`config.mk`:
```
export PLATFORM = sky130hd
export DESIGN_NAME = ifetch_sequencer_flat
export DESIGN_NICKNAME = d
export VERILOG_FILES = /design/src/rtl/ifetch_pkg.sv /design/src/rtl/ifetch_sequencer_if.sv /design/src/rtl/ifetch_sequencer_fetch_buffer.sv /design/src/rtl/ifetch_sequencer.sv /design/src/flat_wrapper.sv
export SDC_FILE = /design/constraint.sdc
export NUM_CORES = 1
export LEC_CHECK = 0
export ABC_AREA = 0
export BUFFER_PORTS_ARGS = -buffer_cell sky130_fd_sc_hd__buf_4
export CORE_MARGIN = 2
export CORE_UTILIZATION = 33
export CTS_CLUSTER_DIAMETER = 30
export CTS_CLUSTER_SIZE = 30
export DETAILED_ROUTE_END_ITERATION = 8
export PLACE_DENSITY_LB_ADDON = 0.2
export REMOVE_ABC_BUFFERS = 1
export SYNTH_ARGS = -nofsm -noshare
export SYNTH_HDL_FRONTEND = slang
export SYNTH_HIERARCHICAL = 1
export SYNTH_SLANG_ARGS = --single-unit
```
`constraint.sdc`:
```
create_clock -name clk -period 5.6 [get_ports clk]
set_input_delay 1.12 -clock clk [delete_from_list [all_inputs] [get_ports clk]]
set_output_delay 1.12 -clock clk [all_outputs]
set_load 0.01 [all_outputs]
```
`src/rtl/ifetch_pkg.sv`:
```
// Shared constants and FSM encoding for the instruction-fetch front end.
package ifetch_pkg;

  localparam int unsigned INSTR_W      = 32;
  localparam int unsigned PC_INC       = 4;
  localparam logic [31:0] RESET_PC_DEF = 32'h0040_0000;

  localparam int unsigned STATE_W = 2;
  localparam logic [1:0]  S_IDLE  = 2'd0;
  localparam logic [1:0]  S_REQ   = 2'd1;
  localparam logic [1:0]  S_DRAIN = 2'd2;

endpackage

```
`src/rtl/ifetch_sequencer_if.sv`:
```
// Instruction-side cache read port: one outstanding req/ack word read.
interface ifetch_sequencer_if #(
  parameter int unsigned ADDR_W = 32
);

  logic                             imem_req;
  logic [ADDR_W-1:0]                imem_addr;
  logic                             imem_ack;
  logic [ifetch_pkg::INSTR_W-1:0]   imem_rdata;

  modport master (
    output imem_req,
    output imem_addr,
    input  imem_ack,
    input  imem_rdata
  );

  modport slave (
    input  imem_req,
    input  imem_addr,
    output imem_ack,
    output imem_rdata
  );

endinterface

```
`src/rtl/ifetch_sequencer_fetch_buffer.sv`:
```
// Synchronous FIFO holding prefetched {pc, instr} entries; flush beats push.
module fetch_buffer #(
  parameter int unsigned WIDTH = 64,
  parameter int unsigned DEPTH = 2,
  localparam int unsigned PTR_W = $clog2(DEPTH),
  localparam int unsigned CNT_W = $clog2(DEPTH + 1)
) (
  input  logic             clk,
  input  logic             rst,
  input  logic             push_i,
  input  logic [WIDTH-1:0] wdata_i,
  input  logic             pop_i,
  input  logic             flush_i,
  output logic [WIDTH-1:0] rdata_o,
  output logic             empty_o,
  output logic             full_o,
  output logic [CNT_W-1:0] count_o
);

  logic [WIDTH-1:0] mem_q [DEPTH];
  logic [PTR_W-1:0] wr_ptr_q, wr_ptr_d;
  logic [PTR_W-1:0] rd_ptr_q, rd_ptr_d;
  logic [CNT_W-1:0] count_q, count_d;
  logic             push_ok;
  logic             pop_ok;

  assign empty_o = (count_q == '0);
  assign full_o  = (count_q == CNT_W'(DEPTH));
  assign count_o = count_q;
  assign rdata_o = mem_q[rd_ptr_q];

  // A push into a full buffer is accepted only when a pop frees the head slot.
  assign push_ok = push_i & ~flush_i & (~full_o | pop_i);
  assign pop_ok  = pop_i & ~flush_i & ~empty_o;

  always_comb begin
    wr_ptr_d = wr_ptr_q;
    rd_ptr_d = rd_ptr_q;
    count_d  = count_q;
    if (flush_i) begin
      wr_ptr_d = '0;
      rd_ptr_d = '0;
      count_d  = '0;
    end else begin
      if (push_ok) wr_ptr_d = wr_ptr_q + PTR_W'(1);
      if (pop_ok)  rd_ptr_d = rd_ptr_q + PTR_W'(1);
      count_d = count_q + CNT_W'(push_ok) - CNT_W'(pop_ok);
    end
  end

  always_ff @(posedge clk) begin
    if (rst) begin
      wr_ptr_q <= '0;
      rd_ptr_q <= '0;
      count_q  <= '0;
    end else begin
      wr_ptr_q <= wr_ptr_d;
      rd_ptr_q <= rd_ptr_d;
      count_q  <= count_d;
    end
  end

  always_ff @(posedge clk) begin
    if (push_ok) mem_q[wr_ptr_q] <= wdata_i;
  end

endmodule

```
`src/rtl/ifetch_sequencer.sv`:
```
// Fetch FSM: prefetches words from the I-cache into a small buffer and feeds IR,
// discarding in-flight reads when control flow is redirected.
module ifetch_sequencer
  import ifetch_pkg::*;
#(
  parameter int unsigned       ADDR_W    = 32,
  parameter logic [ADDR_W-1:0] RESET_PC  = ADDR_W'(RESET_PC_DEF),
  parameter int unsigned       BUF_DEPTH = 2
) (
  input  logic                clk,
  input  logic                rst,
  ifetch_sequencer_if.master  imem,
  input  logic                fetch_en,
  output logic                ir_write_ena,
  output logic [INSTR_W-1:0]  ir_data,
  output logic [ADDR_W-1:0]   ir_pc,
  input  logic                redirect,
  input  logic [ADDR_W-1:0]   redirect_pc,
  output logic                busy
);

  localparam int unsigned ENTRY_W = ADDR_W + INSTR_W;
  localparam int unsigned CNT_W   = $clog2(BUF_DEPTH + 1);
  localparam int unsigned OCC_W   = CNT_W + 1;

  logic [STATE_W-1:0] state_q, state_d;
  logic [ADDR_W-1:0]  fetch_pc_q, fetch_pc_d;
  logic [ADDR_W-1:0]  addr_q, addr_d;
  logic               req_q, req_d;

  logic [ADDR_W-1:0]  target_pc;
  logic [ADDR_W-1:0]  pc_inc;
  logic               push;
  logic               pop;
  logic [ENTRY_W-1:0] buf_head;
  logic               buf_empty;
  logic               buf_full;
  logic [CNT_W-1:0]   buf_count;
  logic [OCC_W-1:0]   occ_next;
  logic               has_space;
  logic               unused_bits;

  assign target_pc = {redirect_pc[ADDR_W-1:2], 2'b00};
  assign pc_inc    = fetch_pc_q + ADDR_W'(PC_INC);

  // IR delivery straight from the buffer head; a redirect squashes it.
  assign ir_write_ena = fetch_en & ~buf_empty & ~redirect & ~rst;
  assign busy         = fetch_en & buf_empty & ~rst;
  assign ir_pc        = buf_head[ENTRY_W-1:INSTR_W];
  assign ir_data      = buf_head[INSTR_W-1:0];
  assign pop          = ir_write_ena;

  assign push      = (state_q == S_REQ) & imem.imem_ack & ~redirect;
  assign occ_next  = redirect ? '0
                   : OCC_W'(buf_count) + OCC_W'(push) - OCC_W'(pop);
  assign has_space = (occ_next < OCC_W'(BUF_DEPTH));

  assign imem.imem_req  = req_q;
  assign imem.imem_addr = addr_q;

  assign unused_bits = ^{redirect_pc[1:0], buf_full};

  fetch_buffer #(
    .WIDTH (ENTRY_W),
    .DEPTH (BUF_DEPTH)
  ) u_buf (
    .clk     (clk),
    .rst     (rst),
    .push_i  (push),
    .wdata_i ({fetch_pc_q, imem.imem_rdata}),
    .pop_i   (pop),
    .flush_i (redirect),
    .rdata_o (buf_head),
    .empty_o (buf_empty),
    .full_o  (buf_full),
    .count_o (buf_count)
  );

  always_comb begin
    state_d    = state_q;
    fetch_pc_d = fetch_pc_q;
    addr_d     = addr_q;
    req_d      = req_q;

    unique case (state_q)
      S_IDLE: begin
        if (redirect) fetch_pc_d = target_pc;
        if (has_space) begin
          state_d = S_REQ;
          req_d   = 1'b1;
          addr_d  = redirect ? target_pc : fetch_pc_q;
        end
      end

      S_REQ: begin
        if (redirect) begin
          fetch_pc_d = target_pc;
          if (imem.imem_ack) begin
            // Ack lands with the redirect: drop the word, refetch at once.
            addr_d = target_pc;
          end else begin
            state_d = S_DRAIN;
          end
        end else if (imem.imem_ack) begin
          fetch_pc_d = pc_inc;
          if (has_space) begin
            addr_d = pc_inc;
          end else begin
            state_d = S_IDLE;
            req_d   = 1'b0;
          end
        end
      end

      S_DRAIN: begin
        if (redirect) fetch_pc_d = target_pc;
        if (imem.imem_ack) begin
          state_d = S_REQ;
          req_d   = 1'b1;
          addr_d  = redirect ? target_pc : fetch_pc_q;
        end
      end

      default: begin
        state_d = S_IDLE;
        req_d   = 1'b0;
      end
    endcase
  end

  always_ff @(posedge clk) begin
    if (rst) begin
      state_q    <= S_IDLE;
      fetch_pc_q <= RESET_PC;
      addr_q     <= RESET_PC;
      req_q      <= 1'b0;
    end else begin
      state_q    <= state_d;
      fetch_pc_q <= fetch_pc_d;
      addr_q     <= addr_d;
      req_q      <= req_d;
    end
  end

endmodule
```
`src/flat_wrapper.sv`:
```
// flat-port wrapper written by rule: the top's interface ports become plain ports
module ifetch_sequencer_flat import ifetch_pkg::*;
#(
  parameter int unsigned       ADDR_W    = 32,
  parameter logic [ADDR_W-1:0] RESET_PC  = ADDR_W'(RESET_PC_DEF),
  parameter int unsigned       BUF_DEPTH = 2
)
  (clk, rst, fetch_en, ir_write_ena, ir_data, ir_pc, redirect, redirect_pc, busy, imem_imem_req, imem_imem_addr, imem_imem_ack, imem_imem_rdata);
  ifetch_sequencer_if #(.ADDR_W(ADDR_W)) imem_i ();
  input  logic clk;
  input  logic rst;
  input  logic fetch_en;
  output logic ir_write_ena;
  output logic [INSTR_W-1:0] ir_data;
  output logic [ADDR_W-1:0] ir_pc;
  input  logic redirect;
  input  logic [ADDR_W-1:0] redirect_pc;
  output logic busy;
  output wire logic [$bits(imem_i.imem_req)-1:0] imem_imem_req;
  output wire logic [$bits(imem_i.imem_addr)-1:0] imem_imem_addr;
  input wire logic [$bits(imem_i.imem_ack)-1:0] imem_imem_ack;
  input wire logic [$bits(imem_i.imem_rdata)-1:0] imem_imem_rdata;
  assign imem_imem_req = imem_i.imem_req;
  assign imem_imem_addr = imem_i.imem_addr;
  assign imem_i.imem_ack = imem_imem_ack;
  assign imem_i.imem_rdata = imem_imem_rdata;
  ifetch_sequencer #(.ADDR_W(ADDR_W), .RESET_PC(RESET_PC), .BUF_DEPTH(BUF_DEPTH)) u_core (.clk(clk), .rst(rst), .imem(imem_i), .fetch_en(fetch_en), .ir_write_ena(ir_write_ena), .ir_data(ir_data), .ir_pc(ir_pc), .redirect(redirect), .redirect_pc(redirect_pc), .busy(busy));
endmodule
```
==> summary by stage, run 1 <==
Run status
The flow ran to the end, and the final reports show no timing, DRC or antenna violations.

Layout
The repair_antennas step left the layout with diodes totalling 0. The library cells used most frequently in the layout, excluding fill and tap cells, are 175 x sky130_fd_sc_hd__buf_4, 128 x sky130_fd_sc_hd__edfxtp_1, 71 x sky130_fd_sc_hd__dfxtp_1. The most common library cell in the layout ignoring fill and taps is sky130_fd_sc_hd__buf_4. The number of fill cells is around 2700. For this run, the post-layout net count is between 1000 and 1500. The area growth from synthesis to layout is 23.4%. The share of post-route cells with drive strength above 1 is between 30% and 40%. The utilization after layout is about two fifths.

Hold path
The tightest min-delay check is of the register to register type.

GRT
The initial antenna violation count is 0. The total routing resource utilization after global routing is between 10% and 20%. The first global-routing pass estimated 37800 um of wire. Global routing finished with a remaining overflow of 0. The via count of the first global-routing pass came to 6555. Entering global routing, the biggest net connects 66 pins.

Power and ir drop
The power per cell area is roughly 280 nW/um^2. The analysis attributes to cell leakage a power of approximately 4 nW. VDD sags by at most 0.000184 V.

CTS
The maximum buffer depth of the clock tree is 2. The post-cts repair resize count is 0. The depth of the CTS H-tree is 4. The post-CTS repair timing setup buffer count is 0. Clock tree synthesis found a total of 200 sinks.

The clock root buffer is sky130_fd_sc_hd__clkbuf_16. The clock insertion delay at the later pin of the skew report is 0.44 ns. Clock tree synthesis inserted a total of 17 buffers. The clock slew at the register clock pins of the worst setup and hold paths is roughly 0.07 ns. The CTS tree is yes. After clock tree synthesis, the flow added hold-fix buffers numbering 0.

Detailed routing
The residual DRC count is 0. The number of vias per cell is approximately 5.3. The total via count after detailed routing is roughly 7000. The average wire per cell in the routed design is 18.9 um. The total detailed-routing wirelength is around 25000 um. The number of iterations in the first detailed-routing pass is 5. The post-detailed-route count of antenna-violating nets is 0.

The first routing iteration left between 500 and 600 violations.

Timing
Between clock sinks in the finished design, the worst skew comes to around 0.013 ns. Subtracting the final worst setup slack from the clock period gives roughly 4 ns. The relative slew slack is approximately a third. The final critical path takes up a little under three quarters of the cycle. Setup violations remaining at the end of the flow were counted as 0.

In the final timing run, aggregate negative setup slack is 0 ns. At the pin with the least slew margin, the transition time is 0.998 ns. Hold timing on the final database bottoms out at a slack of 0.453 ns. Setup repair after global routing left no endpoint under its margin.

The final number of hold-violating endpoints came to 0. The number of max-slew violations in the final report is 0. The highest clock frequency the design can meet is about 250 MHz.

Placement
The number of buffers added on ports is 165. Routability-driven placement finished with a final weighted congestion of roughly 0.81. Detailed placement finished with a half-perimeter wire length of 16100 um.

Die
The starting density of the core is approximately 33%. The placeable core area is between 20000 and 30000 um^2. The die area is 29300 um^2. The die is between 150 and 200 um tall. The standard-cell row count is between 60 and 70. In this run the horizontal extent of the chip is about 170 um. For this design the top-level I/O count stands at approximately 170.

Job
The max-capacitance violation count is 0.

Critical path
The reg-to-reg setup timing slack is slightly below 2 ns. Of all nets on the critical path, the largest fanout is 64. The type of the worst setup path is input pin to output port.

The worst setup path is launched from an input pin. The endpoint arrival time on the critical path is 2.89 ns. The capturing element type of the critical path is an output port. The required time at the endpoint of the critical path is 4.48 ns.

Logic synthesis
The netlist area before placement is 9240 um^2. Yosys printed 6 warnings. The synthesized netlist cell count is 801.

The synthesized area per cell is between 10 and 15 um^2.
[state kept, by name, indices dropped and copies added (netlist names), named ones only]
name and flops:
u_core/u_buf/wr_ptr_q 1, u_core/u_buf/mem_q 128, u_core/imem.imem_req 1, u_core/imem.imem_addr 32, u_core/state_q 2, u_core/u_buf/count_o 2
u_core/fetch_pc_q 32, u_core/u_buf/rd_ptr_q 1
[layer usage]
metal	share of wire, %	GRT usage, %	up-vias
met5	0	0	-
met4	1.4	5.01	0
met3	5.5	2.99	20
met2	48	27.9	222
met1	45	22.7	3430
li1	-	-	3332
[cell type report]
| class | instances | area, um^2 | share of cell area, % |
|---|---|---|---|
| Sequential cell | 200 | 5290 | 46.4 |
| Multi-Input combinational cell | 526 | 3620 | 31.8 |
| Timing Repair Buffer | 177 | 1350 | 11.9 |
| Tap cell | 378 | 473 | 4.15 |
| Clock buffer | 17 | 425 | 3.73 |
| Clock inverter | 15 | 183 | 1.60 |
| Inverter | 14 | 52.6 | 0.461 |
[worst paths after layout]
kind                                                       startpoint                                      to  cells past startpoint
worst max-delay path                                              rst                                    busy                      5
worst min-delay path            u_core/imem.imem_addr[0]$_SDFFE_PP0P_   u_core/imem.imem_addr[0]$_SDFFE_PP0P_                      2
worst max register to register     u_core/u_buf/count_o[1]$_SDFF_PP0_  u_core/imem.imem_addr[23]$_SDFFE_PP0P_                     10
worst min register to register  u_core/imem.imem_addr[0]$_SDFFE_PP0P_   u_core/imem.imem_addr[0]$_SDFFE_PP0P_                      2
[worst max-delay path: stages]
cell and delay [ns]:
sky130_fd_sc_hd__buf_4 0.08, sky130_fd_sc_hd__buf_4 0.59, sky130_fd_sc_hd__inv_1 0.62, sky130_fd_sc_hd__and3_1 0.32, sky130_fd_sc_hd__buf_4 0.14
[power by group]
| part | switching (W) | internal (W) |
|---|---|---|
| Clock | 0.000598 | 0.000680 |
| Sequential | 0.0000570 | 0.00161 |
| Combinational | 0.000161 | 0.000135 |
| Total | 0.000817 | 0.00243 |
[metrics by stage]
step / std cells / setup WS [ns] / total power, W / area, um^2
after floorplan: 740 / 1.08 / 0.00183 / 8960
after global placement: 1295 / 1.15 / 0.00200 / 10800
after detailed placement: 1295 / 1.16 / 0.00200 / 10800
after CTS: 1327 / 1.54 / 0.00328 / 11400
after global routing: 1327 / 1.36 / 0.00337 / 11400
final: 1327 / 1.59 / 0.00325 / 11400
Note: power is estimated with default switching activity, not from simulation.
==> inputs of run 2 (changes only) <==
ABC_AREA = 1   (was 0)
clock period = 4.1 ns   (was 5.6 ns; I/O delays follow)
==> run 2 against run 1 <==
Effect of this change: critical path type is now input pin to register; utilization decreased by 0.56 points; global-route usage decreased by 0.45 points; clock skew up 0.0022 ns; highest routed layer unchanged; cell count increased by 15%; die area increased by 7.3%; count of clock-buffer cells in the layout stayed put; largest cell class unchanged.
==> summary by stage, run 2 <==
Run status
The flow ran to the end, and the final reports show no timing, DRC or antenna violations.

Layout
For this run, the number of standard cells in the final layout without fillers is roughly 1500. The net count of the finished layout is approximately 1200. 0 antenna diodes ended up in the layout. The number of flip-flops in the largest register is approximately 130. The area growth from synthesis to layout is 21.2%. The library cell used most frequently in the layout, excluding fill and tap cells, is sky130_fd_sc_hd__nand2_1.

The largest register by flop count is u_core/u_buf/mem_q. Of the cells placed in the final design, the portion with a size suffix greater than 1 is 29.8%. The multi-input logic area is about 4000 um^2.

Once layout is complete, the utilization of the core stands at 40.6%. The library cells used most frequently in the layout, excluding fill and tap cells, are 206 x sky130_fd_sc_hd__nand2_1, 173 x sky130_fd_sc_hd__buf_4, 128 x sky130_fd_sc_hd__edfxtp_1. Once layout is done, the placed cells without fillers occupy 12000 um^2. The filler cells instantiated in the layout total a little under 3000. The register cell area after layout is between 5000 and 6000 um^2.

Timing
Of the available clock period, the critical path in the final layout requires between 70 and 80%. The final number of hold-violating endpoints is 0. The final setup skew is between 0.015 and 0.02 ns. In the final timing run, aggregate negative setup slack is 0 ns.

Setup repair after global routing left no endpoint under its margin. The number of max-slew violations in the final report is 0. Based on the critical path, the design can be clocked at up to 317 MHz. The slew at the pin closest to its max-slew limit is a little over 1 ns.

The relative slew slack is a little over 30%. The final setup violation count is 0. The clock period minus worst slack is approximately 3.2 ns.

Die
Pin placement for this block handled 168 I/O pins. Measured along the y axis, the die boundary spans 177 um. The core region is between 20000 and 30000 um^2. The die area is roughly 31000 um^2.

The standard-cell row count is 63. The initial utilization of the core area, before any placement, comes to 33.5%. The width of the die is approximately 180 um.

Critical path
Among all stages on the critical path, the largest delay is contributed by sky130_fd_sc_hd__fa_1. The type of the worst setup path is input pin to register. The kind of cell with the highest combined delay on the critical path is simple AND/OR/NAND/NOR gates. The worst reg-to-reg path cell count is 16. For this run, the slowest stage of the critical path takes about 0.46 ns.

The nature of the critical path startpoint is an input pin. The worst setup path is captured at a register. The endpoint arrival time on the critical path is approximately 3.5 ns. Counting buffers and inverters, the worst setup path is 18 cells deep.

The critical path goes through buf_4, inv_1, nand2_1, nor3_1, buf_4, ha_1, nor3_1, fa_1, inv_1, nand3_1, nand2_1, inv_1, nand2_1, nand2_8, inv_8, nand3_1, o211ai_1, inv_1. The cell repeated most along the worst path is sky130_fd_sc_hd__inv_1. Of all nets on the critical path, the largest fanout is 37. The required time at the endpoint of the critical path is approximately 4.4 ns. Together, buffers and inverters on the worst path number 7.

GRT
The total routing resource utilization after global routing is about 16%. The via count of the first global-routing pass came to slightly above 7000. The initial antenna violation count is 0.

The maximum number of pins on one net before global-route repair is 84. The first global-routing pass estimated 39800 um of wire. The total overflow left after global routing is 0.

Detailed routing
The total detailed-routing wirelength is 25500 um. After detailed routing, the average wire length per cell comes to roughly 17 um. The number of vias per cell is between 4 and 5. The post-detailed-route count of antenna-violating nets is 0. The residual DRC count is 0. The number of iterations in the first detailed-routing pass is 5. Summing over every cut layer, the via total after detailed routing is around 7400. After the first detailed-routing iteration, the DRC count stood at approximately 480.

CTS
Gates resized during post-CTS repair numbered 0. TritonCTS built the clock tree. The maximum buffer depth of the clock tree is 2. In this run the post-CTS setup repair buffer count came out at 0. The clock sink count is 200. The clock tree synthesis step divided the H-tree into 4 levels. The tree is rooted in a sky130_fd_sc_hd__clkbuf_16. The clock insertion delay at the later pin of the skew report is approximately 0.44 ns. The count of hold buffers inserted by post-cts repair is 0. The clock slew at the register clock pins of the worst setup and hold paths is approximately 0.08 ns. The number of CTS-inserted buffers is 17.

Placement
The post-placement cell count is 1499. The final weighted congestion in routability-driven placement is between 0.7 and 0.8. The total half-perimeter wirelength after legalization and detailed placement is between 15000 and 20000 um. Port buffering added 165 buffers. After detailed placement, the total cell area comes to approximately 11000 um^2.

Logic synthesis
Synthesis produced a netlist whose cell count is between 900 and 1000. The total of warnings raised by yosys is 6. The netlist area before placement is 9920 um^2. The synthesized area per cell is 10.1 um^2.

Hold path
The path class of the tightest hold or removal check is register to register. The number of cells on the worst hold path is 2.

Power and ir drop
For this design the ratio of total power to cell area is slightly above 400 nW/um^2. The leakage power is just under 5 nW. The highest ir drop seen on vdd is 0.000259 V. The power after layout is about 0.0050 W.

Job
Across the run, the number of max-cap violations was 0.
run 2: metal layers:
layer / routed length (um) / share of wire, % / global-route usage [%]
met3: 1710 / 6.7 / 3.17
met1: 11700 / 46 / 22.7
met5: 0 / 0 / 0
met2: 11800 / 46 / 26.5
met4: 278 / 1.1 / 4.17
run 2: area by class of cell:
cell class	instances	share of cell area, %
Clock buffer	17	3.54
Clock inverter	15	1.63
Inverter	73	2.36
Multi-Input combinational cell	659	33.0
Sequential cell	200	44.0
Tap cell	390	4.06
Timing Repair Buffer	177	11.5
run 2: metrics by stage:
stage | setup WS (ns) | hold slack, ns
4_1_cts | 0.901 | 0.472
3_3_place_gp | 0.509 | 0.453
3_5_place_dp | 0.444 | 0.454
2_1_floorplan | -1.43 | 0.447
5_1_grt | 0.644 | 0.504
6_report | 0.942 | 0.471
run 2: path summary, 6_finish.rpt:
kind | from | end | slack [ns]
hold / removal | u_core/u_buf/rd_ptr_q$_SDFFE_PP0P_ | register | 0.47
hold reg to reg | u_core/u_buf/rd_ptr_q$_SDFFE_PP0P_ | register | 0.47
setup reg to reg | u_core/u_buf/count_o[1]$_SDFF_PP0_ | u_core/imem.imem_addr[7]$_SDFFE_PP0P_ | 0.95
setup / recovery | rst | u_core/imem.imem_addr[7]$_SDFFE_PP0P_ | 0.94
run 2: worst register-to-register path, delay by kind of cell, from the launching register on:
kind / cells / cell delay, ns
AND/OR/NAND/NOR: 8 / 1.17
adder cells (fa/ha/maj): 2 / 0.69
AO/OA/AOI/OAI: 1 / 0.09
flip-flops: 1 / 0.44
buffers and inverters: 5 / 0.64
run 2: power breakdown:
part / switching [W] / total (W) / internal [W]
Clock: 0.000839 / 0.00178 / 0.000941
Combinational: 0.000503 / 0.000813 / 0.000310
Sequential: 0.000129 / 0.00240 / 0.00227
Total: 0.00147 / 0.00499 / 0.00352
